<file path="config.mk">
export PLATFORM = sky130hd
export DESIGN_NAME = fifo_arbiter
export DESIGN_NICKNAME = d
export VERILOG_FILES = /design/src/rtl/fifo_arbiter.sv
export SDC_FILE = /design/constraint.sdc
export NUM_CORES = 1
export LEC_CHECK = 0
export CORE_MARGIN = 4
export CORE_UTILIZATION = 34
export CTS_BUF_LIST = sky130_fd_sc_hd__clkbuf_2
export CTS_CLUSTER_SIZE = 20
export DETAILED_ROUTE_END_ITERATION = 10
export GPL_TIMING_DRIVEN = 0
export PLACE_DENSITY = 0.84
export SKIP_LAST_GASP = 1
export SLEW_MARGIN = 5
export SYNTH_ARGS = -nofsm -noshare
export SYNTH_HDL_FRONTEND = slang
export SYNTH_SLANG_ARGS = --single-unit
</file>
<file path="constraint.sdc">
create_clock -name clk -period 3 [get_ports clk]
set_input_delay 0.75 -clock clk [delete_from_list [all_inputs] [get_ports clk]]
set_output_delay 0.75 -clock clk [all_outputs]
set_load 0.05 [all_outputs]
</file>
<file path="src/rtl/fifo_arbiter.sv">
// fifo_arbiter: round-robin arbiter granting two requesters access to a single-port FIFO.
// Optional macro FIFO_ARB_STATS_EN adds a saturating stall_cnt output.
module fifo_arbiter #(
    parameter int DEPTH = 8,
    parameter int DW = 32
) (
    input  logic                    clk,
    input  logic                    reset_n,
    input  logic [1:0]              req_valid,
    input  logic [1:0]              req_rw,
    input  logic [2*DW-1:0]         req_wdata,
    output logic [1:0]              req_ready,
    output logic [1:0]              rsp_valid,
    output logic [DW-1:0]           rsp_data,
    output logic                    fifo_en,
    output logic                    fifo_r_w,
    output logic [DW-1:0]           fifo_in,
    input  logic [DW-1:0]           fifo_out,
    output logic [$clog2(DEPTH):0]  count,
    output logic                    full,
    output logic                    empty,
`ifdef FIFO_ARB_STATS_EN
    output logic [15:0]             stall_cnt,
`endif
    output logic                    fifo_reset
);
    localparam int CW = $clog2(DEPTH) + 1;
    typedef enum logic [1:0] {IDLE, ISSUE, RD_RSP} state_t;
    state_t state;
    logic last, gnt, pick, acc;
    logic [1:0] elig;
    logic [DW-1:0] wsel;
    assign full = count == CW'(DEPTH);
    assign empty = count == '0;
    assign rsp_data = fifo_out;
    always_comb begin
        elig = req_valid & ((req_rw & {2{!full}}) | (~req_rw & {2{!empty}}));
        // with both eligible, favour whoever was not granted last
        pick = (&elig) ? !last : elig[1];
        acc = state == IDLE && !fifo_reset && |elig;
        req_ready = acc ? (pick ? 2'b10 : 2'b01) : 2'b00;
        wsel = pick ? req_wdata[2*DW-1:DW] : req_wdata[DW-1:0];
    end
    always_ff @(posedge clk or negedge reset_n) begin
        if (!reset_n) begin
            state <= IDLE;
            count <= '0;
            last <= 1'b1;
            gnt <= 1'b0;
            fifo_en <= 1'b0;
            fifo_r_w <= 1'b0;
            fifo_in <= '0;
            rsp_valid <= 2'b00;
            fifo_reset <= 1'b1;
        end else begin
            fifo_reset <= 1'b0;
            fifo_en <= 1'b0;
            rsp_valid <= 2'b00;
            case (state)
                IDLE: if (acc) begin
                    fifo_en <= 1'b1;
                    fifo_r_w <= req_rw[pick];
                    fifo_in <= wsel;
                    last <= pick;
                    gnt <= pick;
                    count <= req_rw[pick] ? count + 1'b1 : count - 1'b1;
                    state <= ISSUE;
                end
                ISSUE: begin
                    state <= fifo_r_w ? IDLE : RD_RSP;
                    rsp_valid <= fifo_r_w ? 2'b00 : (gnt ? 2'b10 : 2'b01);
                end
                default: state <= IDLE;
            endcase
        end
    end
`ifdef FIFO_ARB_STATS_EN
    always_ff @(posedge clk or negedge reset_n) begin
        if (!reset_n)
            stall_cnt <= '0;
        else if (|req_valid && !acc && stall_cnt != 16'hFFFF)
            stall_cnt <= stall_cnt + 1'b1;
    end
`endif
endmodule

</file>
### After elaboration in Yosys (flattened, before gate mapping)

Cells that the tools add are included.

* register bits after elaboration: 45
* bits of input ports: 102
* output and inout port bits: 77
* logic and storage cells: 46

* add/sub/neg operators: 2
* magnitude comparators: 1
* equal/unequal tests: 3
* mux-type cells: 15
* bitwise logic cells: 5
* reduce and logical (&&, ||, !) cells: 11

Operators by type and width (number)
* $mux W32: 1
* $mux W2: 7
* $and A2 B2 Y2: 3
* $mux W1: 5
* $add A4 B1 Y4 const B: 1
* $eq A4 B4 Y1 const B: 1
* $logic_not A1 Y1: 4
* $logic_not A4 Y1: 1
* $mux W4: 1
* $pmux W2 S2: 1
* $reduce_and A2 Y1: 2
* $sub A4 B1 Y4 const B: 1
* $eq A2 B1 Y1 const B: 1
* $logic_and A1 B1 Y1: 2
* $logic_not A2 Y1: 1
* $lt A1 B2 Y1 const B: 1
* $ne A2 B2 Y1 const B: 1
* $not A2 Y2: 1
* $or A2 B2 Y2: 1
* $reduce_or A2 Y1: 1

### Longest topological paths before layout

* depth after elaboration: 10
* mapped depth: 10
* gate-level depth less buffers: 9

### Least setup slack after synthesis

Ideal clock, no wire load.

* kind: reg-to-output
* start point: register count[1]
* end point: output port req_ready[0]
* arrival time: 1.913 ns
* required time: 2.250 ns
* path slack: 0.337 ns
* stages on the path, launching flop included: 6
* path buffers: 2
* cells stage by stage: dfrtp_1 > buf_6 > or3_4 > o21ai_1 > o211a_1 > buf_2

* longest elaborated chain between the ends: 9
* elaborated cells between the ends (all ways): 14
* classes of those cells: eq/ne: 1; mux: 3; bitwise: 4; reduce/logical: 6

RTL lines
* from (decl): line 19 `output logic [$clog2(DEPTH):0] count,`
* from (signal assigned): line 66 `count <= req_rw[pick] ? count + 1'b1 : count - 1'b1;`
* $eq A4 B4 Y1 / $logic_not A4 Y1 (equally long branches): line 33, 34
* $logic_not A1 Y1: line 37 `elig = req_valid & ((req_rw & {2{!full}}) | (~req_rw & {2{!empty}}));`
* $and A2 B2 Y2: line 37
* $or A2 B2 Y2 (*): line 37
* $and A2 B2 Y2 (*): line 37
* $reduce_and A2 Y1: line 39 `pick = (&elig) ? !last : elig[1];`
* $mux W1: line 39
* $mux W2: line 41 `req_ready = acc ? (pick ? 2'b10 : 2'b01) : 2'b00;`
* $mux W2 (*): line 41
* to (decl): line 12 `output logic [1:0] req_ready,`

Every way passes the cells marked *; elsewhere a longest branch is shown, timed or not.

### Final worst setup path

* start point: register count[2]
* end point: output port req_ready[0]

Same word-level chain as after synthesis.

==> flow_metrics.env <==
export IMPL_status="finished, final reports clean"
export IMPL_viasPerCell=4.88
export IMPL_areaGrowthSynthToFinish_pct=76.3
export IMPL_ios=179
export IMPL_numCtsBuffers=5
export IMPL_slew_violations=0
export IMPL_rr_startpoint="count[2]"
export IMPL_synth_flop_cell="dfrtp_1"
export IMPL_die_area_um2=7830
export IMPL_numPortBuffers=146
export IMPL_grt_pass1_vias=2145
export IMPL_ant_nets=0
export IMPL_grt_first_pass_wirelength_um=10100
export IMPL_tns_ps=0
export IMPL_synth_edf_count=0
export IMPL_drt_iter0_drc=141
export IMPL_path_max_fanout=10
export IMPL_synth_area_leaders="dfrtp_1, a222oi_1, buf_4"
export IMPL_fmax_ghz=0.351
export IMPL_final_cell_mix="clkdlybuf4s50_1, dfrtp_1, buf_4, inv_1, a222oi_1"
export IMPL_synthCells=196
export IMPL_top_layer="met4"
export IMPL_syn_num_nets=299
export IMPL_crit_required_ps=2250
export IMPL_finClkSkew_ps=17.4
export IMPL_worst_slew_pin_slew_ps=535
export IMPL_antenna_found_initial=0
export IMPL_maxCapViolCount=0
export IMPL_rows=29
export IMPL_period_minus_slack_ps=2850
export IMPL_setup_viol=0
export IMPL_die_w_um=88.5
export IMPL_cts_buffer_depth=2
export IMPL_gr_total_overflow=0
export IMPL_p_leak_nw=1.84
export IMPL_tritoncts="done"
export IMPL_finalHoldViolCount=0
export IMPL_worstSetupPathType="flip-flop to primary output"
export IMPL_fin_nets=455
export IMPL_layout_commonest_cell="clkdlybuf4s50_1"
export IMPL_worstReg2RegEnd="count[2]"
export IMPL_clockRootBuffer="clkbuf_2"
export IMPL_synth_area_um2=2200
export IMPL_num_antenna_cells=0
export IMPL_wl_met1_um=2430
export IMPL_coreArea_um2=6310
export IMPL_relSlewSlack=0.643
export IMPL_cp_end_kind="primary output"
export IMPL_initial_utilization=0.349
export IMPL_hold_buffers=0
export IMPL_yosys_area_top_type="dfrtp_1"
export IMPL_n_fill_cell=552
export IMPL_yosysSeqAreaShare=0.513
export IMPL_insertion_delay_ps=390
export IMPL_clock_sinks=45
export IMPL_postSynthAreaPerCell_um2=11.2
export IMPL_grt_use_total=0.166
export IMPL_met2_length_um=3580
export IMPL_synth_top_cell_area_share=0.489
export IMPL_min_path_type="input port to asynchronous set/reset pin"
export IMPL_power_density_nw_per_um2=955
export IMPL_dr_wl_met3_um=763
export IMPL_grt_max_degree=25
export IMPL_postPlaceCellArea_um2=3780
export IMPL_layout_drive_gt1_share=0.201
export IMPL_synth_seq_cells=45
export IMPL_ys_types=33
export IMPL_clkTransAtPathRegs_ps=220
export IMPL_die_h_um=88.5
export IMPL_drtPass1Iterations=6
export IMPL_ff_latch_area_um2=1130
export IMPL_fin_area_um2=3880
export IMPL_cp_startpoint="count[2]"
export IMPL_hpwl_um=5460
export IMPL_start_kind="flip-flop"
export IMPL_yosysWarnings=0
export IMPL_vdd_drop_max_mv=0.658
export IMPL_place_congestion=0.719
export IMPL_async_flop_share=1.00
export IMPL_reg2regPathDepth=10
export IMPL_grt_setup_unrepaired="no"
export IMPL_drc=0
export IMPL_cp_arrival_ps=2100
export IMPL_finalWirelength_um=6820
export IMPL_fin_cells=430
export IMPL_finalCritPeriodShare=0.950
export IMPL_cts_htree_levels=2
export IMPL_reg2reg_slack_ps=500
export IMPL_multi_input_area_um2=652
export IMPL_vias=2099
export IMPL_wl_per_cell_um=15.9
export IMPL_dp_cells=420
==> layout make-up <==
class                      count  area share
clock buffer                   5     0.00645
inverter                      34      0.0329
tap                           77      0.0248
buffer                        43      0.0831
clock inverter                 3     0.00451
timing repair buffer         150       0.389
multi-input combinational     73       0.168
sequential                    45       0.291
==> routing by layer <==
layer	vias up	global-route usage
met5	-	0
met1	995	0.187
met3	6	0.0577
met4	0	0.0343
met2	116	0.303
li1	982	-
==> cells by family (layout without fill, tap and decap cells) <==
kind of cell / after synthesis / count (layout) / share of synthesized area
fa+ha+maj: 1 / 1 / 0.00568
xor+xnor: 6 / 6 / 0.0239
simple gates: 19 / 19 / 0.0472
other cells: 1 / 1 / 0.00170
compound gates: 42 / 42 / 0.180
buf+inv: 78 / 235 / 0.209
flops: 45 / 45 / 0.512
mux: 4 / 4 / 0.0205
==> registers in the layout, indices dropped and copies added (netlist names) <==
| name | count |
|---|---|
| fifo_en | 1 |
| fifo_in | 32 |
| rsp_valid | 2 |
| fifo_r_w | 1 |
| gnt | 1 |
| state | 2 |
| last | 1 |
| fifo_reset | 1 |
| count | 4 |
==> worst max-delay path by stage <==
stage | to | slack, ps | depth (start not counted)
2_1_floorplan | req_ready[0] | 340 | 5
3_3_place_gp | req_ready[1] | -910 | 8
3_5_place_dp | req_ready[1] | -960 | 8
4_1_cts | req_ready[1] | -10 | 8
5_1_grt | req_ready[0] | 20 | 5
6_report | req_ready[0] | 150 | 5
==> Yosys cell counts, types with 2 or more instances <==
cell and instances:
mux2i_1 2, buf_4 32, dfrtp_1 43, buf_2 7, a222oi_1 32, xnor2_1 3
nand2_1 4, nand4_1 2, and2_1 3, dfstp_2 2, buf_6 5, inv_1 33
a21o_1 2, xor2_1 3, nor2_1 3, nor3_1 3
==> critical path: stages, from the launching register on <==
cell and delay [ps]:
dfrtp_1 520, or3_4 460, o21ai_4 160, o211a_4 220, buf_4 190, buf_6 170
==> through the flow <==
step / total power [W] / hold slack, ps / utilization / setup WS (ps)
floorplan: 0.00259 / 417 / - / 337
global placement: 0.00337 / 432 / 0.596 / -909
detailed placement: 0.00342 / 445 / 0.599 / -962
CTS: 0.00370 / 273 / 0.609 / -14.6
global route: 0.00391 / 269 / 0.615 / 20.8
finish: 0.00371 / 292 / 0.615 / 149
==> report_power, final <==
group          total (W)  internal (W)  switching, W
combinational    0.00239      0.000899       0.00149
clock           0.000248     0.0000554      0.000193
sequential       0.00107      0.000872      0.000197
==> timing repair <==
item	CTS	global route
pin swaps	1	2
buffers inserted	1	2
setup endpoints to repair	3	3
gates resized for setup	21	7
Note: power is estimated with default switching activity, not from simulation.
